$ cat config.mk
export PLATFORM = sky130hd
export DESIGN_NAME = wb_16to8_seq_bridge
export DESIGN_NICKNAME = d
export VERILOG_FILES = /design/src/rtl/wb_seq_pkg.sv /design/src/rtl/wb_seq_watchdog.sv /design/src/rtl/wb_16to8_seq_bridge.sv
export SDC_FILE = /design/constraint.sdc
export NUM_CORES = 1
export LEC_CHECK = 0
export CORE_UTILIZATION = 30
export DETAILED_ROUTE_END_ITERATION = 10
export PLACE_DENSITY = 0.63
export SKIP_LAST_GASP = 1
export SYNTH_ARGS = -nofsm -noshare
export SYNTH_HDL_FRONTEND = slang
export SYNTH_SLANG_ARGS = --single-unit
export TNS_END_PERCENT = 20
$ cat constraint.sdc
create_clock -name clk -period 5.2 [get_ports clk]
set_clock_uncertainty 0.15 [all_clocks]
set_input_delay 1.04 -clock clk [delete_from_list [all_inputs] [get_ports clk]]
set_output_delay 1.04 -clock clk [all_outputs]
set_load 0.05 [all_outputs]
$ cat src/rtl/wb_seq_pkg.sv
// Shared types for the 16-to-8 Wishbone sequencing bridge: FSM states, response
// kinds and the lane-address helper.
package wb_seq_pkg;

    typedef enum logic [1:0] {
        IDLE,
        LO,
        HI,
        RESP
    } seq_state_t;

    typedef enum {
        RSP_ACK,
        RSP_ERR,
        RSP_RTY
    } seq_rsp_t;

    localparam int unsigned MW = 16;
    localparam int unsigned SW = 8;

    // The first lane to visit is the low byte unless only the high byte is selected.
    function automatic logic first_lane(input logic [1:0] sel);
        return ~sel[0];
    endfunction

endpackage

$ cat src/rtl/wb_seq_watchdog.sv
// Slave-cycle watchdog: counts cycles while the strobe is up and flags expiry
// once TO_CYC cycles have elapsed without a slave ack.
module wb_seq_watchdog #(
    parameter int unsigned TO_CYC = 255
) (
    input  logic clk,
    input  logic rst,
    input  logic run_i,
    input  logic clear_i,
    output logic expired_o
);

    localparam int unsigned CW = $clog2(TO_CYC + 1);

    logic [CW-1:0] cnt_q, cnt_d;

    // Expiry asserts in the TO_CYC-th strobe cycle so the strobe is up exactly TO_CYC cycles.
    assign expired_o = run_i && (cnt_q == CW'(TO_CYC - 1));

    always_comb begin
        cnt_d = cnt_q;
        if (clear_i || !run_i) begin
            cnt_d = '0;
        end else if (!expired_o) begin
            cnt_d = cnt_q + 1'b1;
        end
    end

    always_ff @(posedge clk or posedge rst) begin
        if (rst) begin
            cnt_q <= '0;
        end else begin
            cnt_q <= cnt_d;
        end
    end

endmodule

$ cat src/rtl/wb_16to8_seq_bridge.sv
// Splits 16-bit Wishbone accesses into one or two 8-bit slave cycles (low lane first).
// Optional slave watchdog enabled by defining WB_SEQ_TIMEOUT_EN.
module wb_16to8_seq_bridge
    import wb_seq_pkg::*;
#(
    parameter int unsigned AW     = 16,
    parameter int unsigned TO_CYC = 255
) (
    input  logic          clk,
    input  logic          rst,
    input  logic          m_cyc_i,
    input  logic          m_stb_i,
    input  logic          m_we_i,
    input  logic [AW-1:0] m_adr_i,
    input  logic [1:0]    m_sel_i,
    input  logic [15:0]   m_dat_i,
    output logic [15:0]   m_dat_o,
    output logic          m_ack_o,
    output logic          m_err_o,
    output logic          m_rty_o,
    output logic          s_cyc_o,
    output logic          s_stb_o,
    output logic          s_we_o,
    output logic [AW:0]   s_adr_o,
    output logic          s_sel_o,
    output logic [7:0]    s_dat_o,
    input  logic [7:0]    s_dat_i,
    input  logic          s_ack_i,
    input  logic          s_err_i,
    input  logic          s_rty_i
);

    seq_state_t     state_q, state_d;
    logic [AW-1:0]  adr_q, adr_d;
    logic           sel_hi_q, sel_hi_d;
    logic [SW-1:0]  wdat_hi_q, wdat_hi_d;
    logic [MW-1:0]  rdat_q, rdat_d;
    logic           abort_q, abort_d;

    logic           s_cyc_q, s_cyc_d;
    logic           s_stb_q, s_stb_d;
    logic           s_we_q, s_we_d;
    logic [AW:0]    s_adr_q, s_adr_d;
    logic           s_sel_q, s_sel_d;
    logic [SW-1:0]  s_dat_q, s_dat_d;
    logic           m_ack_q, m_ack_d;
    logic           m_err_q, m_err_d;
    logic           m_rty_q, m_rty_d;

    logic           wd_expired;
    logic           done;
    logic           quiet;
    logic           rsp_fire;
    seq_rsp_t       rsp;

`ifdef WB_SEQ_TIMEOUT_EN
    wb_seq_watchdog #(
        .TO_CYC (TO_CYC)
    ) u_watchdog (
        .clk       (clk),
        .rst       (rst),
        .run_i     (s_stb_q),
        .clear_i   (s_ack_i),
        .expired_o (wd_expired)
    );
`else
    logic unused_to_cyc;
    assign unused_to_cyc = (TO_CYC == 0);
    assign wd_expired    = 1'b0;
`endif

    always_comb begin
        state_d   = state_q;
        adr_d     = adr_q;
        sel_hi_d  = sel_hi_q;
        wdat_hi_d = wdat_hi_q;
        rdat_d    = rdat_q;
        abort_d   = abort_q;
        s_cyc_d   = s_cyc_q;
        s_stb_d   = s_stb_q;
        s_we_d    = s_we_q;
        s_adr_d   = s_adr_q;
        s_sel_d   = s_sel_q;
        s_dat_d   = s_dat_q;
        done      = 1'b0;
        rsp_fire  = 1'b0;
        rsp       = RSP_ACK;
        // A master that has dropped its cycle gets no response for this access.
        quiet     = abort_q || !m_cyc_i;

        unique case (state_q)
            IDLE: begin
                if (m_cyc_i && m_stb_i) begin
                    adr_d     = m_adr_i;
                    sel_hi_d  = m_sel_i[1];
                    wdat_hi_d = m_dat_i[15:8];
                    rdat_d    = '0;
                    abort_d   = 1'b0;
                    if (m_sel_i == 2'b00) begin
                        state_d  = RESP;
                        rsp_fire = 1'b1;
                    end else begin
                        state_d = m_sel_i[0] ? LO : HI;
                        s_cyc_d = 1'b1;
                        s_stb_d = 1'b1;
                        s_sel_d = 1'b1;
                        s_we_d  = m_we_i;
                        s_adr_d = {m_adr_i, first_lane(m_sel_i)};
                        s_dat_d = m_sel_i[0] ? m_dat_i[7:0] : m_dat_i[15:8];
                    end
                end
            end
            LO, HI: begin
                if (!m_cyc_i) begin
                    abort_d = 1'b1;
                end
                // Error beats a simultaneous ack; retry only reported when no error.
                if (s_err_i || wd_expired) begin
                    done = 1'b1;
                    rsp  = RSP_ERR;
                end else if (s_rty_i) begin
                    done = 1'b1;
                    rsp  = RSP_RTY;
                end else if (s_ack_i) begin
                    if (state_q == LO) begin
                        rdat_d[7:0] = s_dat_i;
                    end else begin
                        rdat_d[15:8] = s_dat_i;
                    end
                    if (state_q == LO && sel_hi_q && !quiet) begin
                        // Strobe stays up; only the lane address and data move.
                        state_d = HI;
                        s_adr_d = {adr_q, 1'b1};
                        s_dat_d = wdat_hi_q;
                    end else begin
                        done = 1'b1;
                    end
                end
            end
            RESP: begin
                state_d = IDLE;
            end
            default: begin
                state_d = IDLE;
            end
        endcase

        if (done) begin
            state_d  = RESP;
            s_cyc_d  = 1'b0;
            s_stb_d  = 1'b0;
            s_sel_d  = 1'b0;
            s_we_d   = 1'b0;
            s_adr_d  = '0;
            s_dat_d  = '0;
            rsp_fire = !quiet;
        end

        m_ack_d = rsp_fire && (rsp == RSP_ACK);
        m_err_d = rsp_fire && (rsp == RSP_ERR);
        m_rty_d = rsp_fire && (rsp == RSP_RTY);
    end

    always_ff @(posedge clk or posedge rst) begin
        if (rst) begin
            state_q   <= IDLE;
            adr_q     <= '0;
            sel_hi_q  <= 1'b0;
            wdat_hi_q <= '0;
            rdat_q    <= '0;
            abort_q   <= 1'b0;
            s_cyc_q   <= 1'b0;
            s_stb_q   <= 1'b0;
            s_we_q    <= 1'b0;
            s_adr_q   <= '0;
            s_sel_q   <= 1'b0;
            s_dat_q   <= '0;
            m_ack_q   <= 1'b0;
            m_err_q   <= 1'b0;
            m_rty_q   <= 1'b0;
        end else begin
            state_q   <= state_d;
            adr_q     <= adr_d;
            sel_hi_q  <= sel_hi_d;
            wdat_hi_q <= wdat_hi_d;
            rdat_q    <= rdat_d;
            abort_q   <= abort_d;
            s_cyc_q   <= s_cyc_d;
            s_stb_q   <= s_stb_d;
            s_we_q    <= s_we_d;
            s_adr_q   <= s_adr_d;
            s_sel_q   <= s_sel_d;
            s_dat_q   <= s_dat_d;
            m_ack_q   <= m_ack_d;
            m_err_q   <= m_err_d;
            m_rty_q   <= m_rty_d;
        end
    end

    assign m_dat_o = rdat_q;
    assign m_ack_o = m_ack_q;
    assign m_err_o = m_err_q;
    assign m_rty_o = m_rty_q;
    assign s_cyc_o = s_cyc_q;
    assign s_stb_o = s_stb_q;
    assign s_we_o  = s_we_q;
    assign s_adr_o = s_adr_q;
    assign s_sel_o = s_sel_q;
    assign s_dat_o = s_dat_q;

endmodule
==> results of run 1 <==
[flip-flops by register name, summed over array words and instances, names as in the netlist, 2 cells and up]
name,flops
state_q,2
s_dat_o,8
wdat_hi_q,8
adr_q,16
m_dat_o,16
s_adr_o,17
[logic make-up (layout without fill, tap and decap cells)]
family,Yosys count,after routing
muxes,77,77
DFF,74,74
adders and majority gates,2,2
buffers and inverters,24,123
and+or+nand+nor,30,30
AOI/OAI and AO/OA,46,46
[routing by layer]
| layer | global-route usage, % | wire (um) | up-vias |
|---|---|---|---|
| met3 | 4.527 | 504 | 8 |
| met1 | 16.57 | 3590 | 1164 |
| met5 | 0 | 0 | - |
| met4 | 3.853 | 73 | 0 |
| li1 | - | - | 1114 |
| met2 | 23.48 | 3773 | 77 |
[power groups by stage]
stage               registers (W)  logic (W)  clock network (W)
global route             0.000997    0.00194           0.000636
detailed placement       0.000974    0.00184                  0
floorplan                 0.00142   0.000913                  0
global placement         0.000966    0.00181                  0
CTS                      0.000968    0.00184           0.000615
finish                   0.000965    0.00182           0.000595
[final timing paths]
kind	end	cells after the start
worst max register to register	s_adr_o[1]	6
worst min-delay path	adr_q[2]	1
worst max-delay path	s_adr_o[1]	6
worst min register to register	adr_q[2]	1
min in group asynchronous	m_dat_o[14]	2
max in group asynchronous	s_sel_o	3
[per-stage QoR]
| step | util [%] | cells | total power, W |
|---|---|---|---|
| after global placement | 40.20 | 479 | 0.002775 |
| after floorplan | - | 253 | 0.002331 |
| after detailed placement | 40.20 | 479 | 0.002812 |
| after CTS | 42.66 | 495 | 0.003423 |
| after global routing | 42.66 | 495 | 0.003568 |
| final | 42.66 | 495 | 0.003381 |
[layout make-up]
class,instances,area [um^2]
fillers,1098,6548
flip-flops and latches,74,1852
multi-input cells,155,1535
repair buffers,101,1001
clock buffers,13,240.2
well taps,143,178.9
clock inverters,3,40.04
inverters,6,23.77
[critical path, cell delays in order, from the launching register on]
cell     delay [ns]
dfrtp_1        0.36
inv_1          0.05
ha_1           0.89
or3b_1         0.47
a21oi_2        0.95
a22o_1         0.26
mux2_4         0.14
[cells in the final DEF (no fill, tap or decap)]
| cell | Yosys | final |
|---|---|---|
| clkdlybuf4s50_1 | 0 | 97 |
| dfrtp_1 | 74 | 74 |
| mux2_2 | 38 | 38 |
| mux2_4 | 28 | 28 |
| a22o_1 | 16 | 16 |
| mux2i_1 | 11 | 11 |
| and2_1 | 9 | 9 |
| nor2_1 | 9 | 9 |
| clkbuf_16 | 0 | 9 |
| o2bb2ai_1 | 8 | 8 |
| a21oi_1 | 8 | 7 |
| o21ai_0 | 6 | 6 |
| inv_1 | 6 | 5 |
| clkbuf_1 | 8 | 4 |
| buf_4 | 3 | 4 |
| clkinv_2 | 0 | 3 |
| nand2_1 | 2 | 2 |
| a21oi_2 | 1 | 2 |
| ha_1 | 2 | 2 |
| or3b_1 | 1 | 1 |
| or3_1 | 1 | 1 |
| a21boi_0 | 1 | 1 |
| a21o_1 | 1 | 1 |
| nand3_2 | 0 | 1 |
| nand4_1 | 1 | 1 |
| nand4b_1 | 1 | 1 |
| and4b_4 | 1 | 1 |
| a32o_1 | 1 | 1 |
| or2_2 | 1 | 1 |
| o2111a_1 | 1 | 1 |
| a221oi_4 | 1 | 1 |
| nor3b_1 | 1 | 1 |
| a2111oi_0 | 1 | 1 |
| a31oi_1 | 1 | 1 |
| nand3b_1 | 1 | 1 |
| and3b_1 | 1 | 1 |
| bufinv_16 | 0 | 1 |
==> results.cfg, run 1 <==
[clock_tree]
tritoncts = done
cts.htree.levels = 3
hold_buffers = 0
clock_path_buffers = 2
cts_made_buffers = 9
cts_setup_buffers = 0
clk_latency_ns = 0.33
ctsRootBufferMaster = clkbuf_16
cts_resized = 0
cts_sinks = 74
clk_pin_slew_ns = 0.06

[grt]
grt_use_total_pct = 13.76
grt_overflow = 0
antenna_found_initial = 1
grt_pass1_vias = 2464
grt_max_degree = 39
grt_pass1_wl_um = 12450

[power]
combinationalPowerShare_pct = 53.8
p_int_w = 0.002022
power_frac_seq_pct = 28.5
powerDensity_nw_per_um2 = 694.1
vdd_drop_max_mv = 0.4181
netSwitchingFraction_pct = 40.19
switchingPower_w = 0.001359
p_leak_nw = 2.151
power_frac_clock_pct = 17.6

[logic_synthesis]
synth_seq_cells = 74
yosys.area_share.simple_pct = 5.032
synth_most_common_cell = dfrtp_1
syn_area_um2 = 3506
ys_async_sr_fraction_pct = 100.0
syn_inst = 253
synth_edf_count = 0
synth_top_area_cell = dfrtp_1
avgSynthCellArea_um2 = 13.86
synth.distinct_cells = 36
synth_top_family_by_area = multiplexers
synthesis.nets = 305
synth_common_cells = 74 x dfrtp_1, 38 x mux2_2, 28 x mux2_4
synth_fa_ha_area_share_pct = 0.7138
synthXorXnorAreaFrac_pct = 0
ys_seq_area_share_pct = 52.82
synth_top_area_share_pct = 52.82
yosys_warnings = 0
ys_top_cells_by_area = dfrtp_1 53%, mux2_2 12%, mux2_4 12%
synth_ff_type = dfrtp_1
synth_compound_area_share_pct = 10.46
synth_mux_area_share_pct = 27.34

[timing]
worst_pin_slew_ns = 1.305
rsz0062_at_grt = false
setup-violations-final = 0
hold_viol_final = 0
setup_tns_ns = 0
whs_ns = 0.3554
min_period_over_period_pct = 63.99
setup_ws_ns = 1.872
fin_crit_ns = 3.328
max_freq_mhz = 300.5
relSlewSlack_pct = 12.99
slew_violations = 0

[floorplanning]
io_pins = 98
die-area_um2 = 12120
rows = 39
die_x_um = 110.1
die_h_um = 110.1
start_util_pct = 30.70
coreArea_um2 = 11420

[drt]
vias = 2363
dr.pass1.iters = 4
wl_um = 7942
drc = 0
drtAntennaViolNets = 0
drt-wirelength-per-cell_um = 16.04
post_drt_via_cell_ratio = 4.774
drt_iter0_drc = 77

[setup_path]
path_max_fanout = 28
r2r_slack_ns = 1.87
r2r-start = state_q[0]
worst-setup-path-type = reg -> reg
critPathLaunchType = flop
startpoint = state_q[0]
arrival_ns = 3.44
cp-end-kind = flop
cp.required_ns = 5.32

[hold_path]
hp-start = adr_q[2]
min_path_type = reg -> reg

[place]
hpwlAfterDp_um = 5448
place_worst_setup_slack_ns = 1.666
placed_area_um2 = 4591
gp_congestion = 0.6799
port-buffer-count = 97

[run_status]
outcome = completed

[layout]
num-nets-final = 399
drive_above_1_share_pct = 25.28
antenna_cells = 0
fin_area_um2 = 4871
areaGrowthSynthToFinish_pct = 38.94

[job]
maxCapViolCount = 0
(Power assumes the default switching activity.)
==> run 2: changes to the inputs <==
- PLACE_DENSITY: 0.63 -> 0.65
- clock period: 5.2 -> 3.05 ns (I/O delays scaled with it)
==> run 2 against run 1 <==
Critical path depth did not move. Sequential power up 70%. Total power up 71%. Sequential share of layout area fell by 0.57 points. Die area unchanged. Core utilization grew 0.65 points. First-iteration DRC count down 2.6%. Routed wire length up 1.3%. Via count about the same. Critical path type is now in -> reg. Critical endpoint is now s_adr_o[5]. Largest power group unchanged.
==> results.cfg, run 2 (synthesis results as in run 1) <==
[drt]
wl_um = 8044
drt-wirelength-per-cell_um = 16.06
drt_iter0_drc = 75
post_drt_via_cell_ratio = 4.713
vias = 2361
dr.pass1.iters = 4
drc = 0
drtAntennaViolNets = 0

[clock_tree]
cts_setup_buffers = 0
cts_made_buffers = 9
clk_pin_slew_ns = 0.06
ctsRootBufferMaster = clkbuf_16
tritoncts = done
hold_buffers = 0
clock_path_buffers = 2
clk_latency_ns = 0.33
cts.htree.levels = 3
cts_sinks = 74
cts_resized = 0

[layout]
num-nets-final = 405
final_common_cell = clkdlybuf4s50_1
areaGrowthSynthToFinish_pct = 41.04
fin_area_um2 = 4945
final_cell_mix = 97 x clkdlybuf4s50_1, 74 x dfrtp_1, 38 x mux2_2, 28 x mux2_4, 16 x a22o_1
antenna_cells = 0
drive_above_1_share_pct = 27.65
fill_cells = 1084
largest_reg_flops = 17

[timing]
slew_violations = 0
max_freq_mhz = 390.5
relSlewSlack_pct = 46.57
fin_crit_ns = 2.561
setup_tns_ns = 0
whs_ns = 0.3543
setup-violations-final = 0
rsz0062_at_grt = false
hold_viol_final = 0
worst_pin_slew_ns = 0.7943
min_period_over_period_pct = 83.97

[floorplanning]
rows = 39
die-area_um2 = 12120
die_h_um = 110.1
coreArea_um2 = 11420
io_pins = 98
start_util_pct = 30.70
die_x_um = 110.1

[power]
powerDensity_nw_per_um2 = 1169
vdd_drop_max_mv = 0.7739
p_leak_nw = 2.191
power_w = 0.005780

[hold_path]
min_to = wdat_hi_q[3]
hp-start = wdat_hi_q[3]
hold_path_depth = 1
min_path_type = reg -> reg

[setup_path]
max_stage_delay_ns = 0.52
worst-setup-path-type = in -> reg
cp.required_ns = 3.11
r2r_cells = 5
critPathLaunchType = input port
arrival_ns = 2.62
r2r-start = state_q[1]
r2r_slack_ns = 0.51
slowest_stage = clkdlybuf4s50_1
path_max_fanout = 11
crit_chain = clkdlybuf4s50_1, and4b_4, a32o_1, a221oi_4, buf_4, mux2_4
cp-end-kind = flop
r2r-end = m_dat_o[10]

[job]
maxCapViolCount = 0

[grt]
grt_pass1_vias = 2456
grt_pass1_wl_um = 12750
antenna_found_initial = 0
grt_overflow = 0
grt_use_total_pct = 14.25
grt_max_degree = 75

[place]
gp_congestion = 0.8024
port-buffer-count = 97
placed_area_um2 = 4673
hpwlAfterDp_um = 5512

[run_status]
outcome = completed
## run 2: area by class of cell
class	instances	area, um^2	area share (%)
Timing Repair Buffer	107	1084	21.91
Multi-Input combinational cell	155	1535	31.05
Tap cell	143	178.9	3.618
Inverter	6	23.77	0.4808
Clock buffer	10	239.0	4.833
Sequential cell	74	1852	37.45
Clock inverter	6	32.53	0.6579
## run 2: layer usage
metal | vias to the layer above | GRT usage [%] | share of wire [%]
li1 | 1127 | - | -
met3 | 10 | 3.880 | 5.7
met1 | 1139 | 18.81 | 46
met2 | 85 | 22.10 | 46
met4 | 0 | 5.733 | 2.0
met5 | - | 0 | 0
## run 2: where the power goes
part	leakage [nW]	internal [W]	total, W	switching (W)
clock network	0.138	0.000565	0.000967	0.000402
registers	0.937	0.00141	0.00164	0.000228
logic	1.12	0.00147	0.00317	0.00170
total	2.19	0.00345	0.00578	0.00233
## run 2: worst max path at each step
stage / startpoint / end / slack, ns / cells past startpoint
final: m_cyc_i / s_adr_o[5] / 0.49 / 6
after global routing: state_q[1] / m_dat_o[8] / 0.37 / 5
after CTS: m_cyc_i / s_adr_o[6] / 0.50 / 6
after detailed placement: m_cyc_i / s_adr_o[9] / 0.16 / 6
after global placement: m_cyc_i / s_adr_o[10] / 0.19 / 6
after floorplan: rst / abort_q / 0.41 / 1
## run 2: critical path: cells and delay by family
| family | cells | cell delay (ns) |
|---|---|---|
| AO/OA/AOI/OAI | 2 | 0.62 |
| multiplexers | 1 | 0.32 |
| buffers and inverters | 2 | 0.82 |
| AND/OR/NAND/NOR | 1 | 0.24 |
## run 2: per-stage QoR
| stage | worst slack, ns | utilization [%] | cells |
|---|---|---|---|
| floorplan | 0.4084 | - | 253 |
| global placement | 0.1943 | 40.93 | 485 |
| detailed placement | 0.1581 | 40.93 | 485 |
| CTS | 0.5020 | 43.30 | 501 |
| global route | 0.3744 | 43.30 | 501 |
| finish | 0.4889 | 43.30 | 501 |
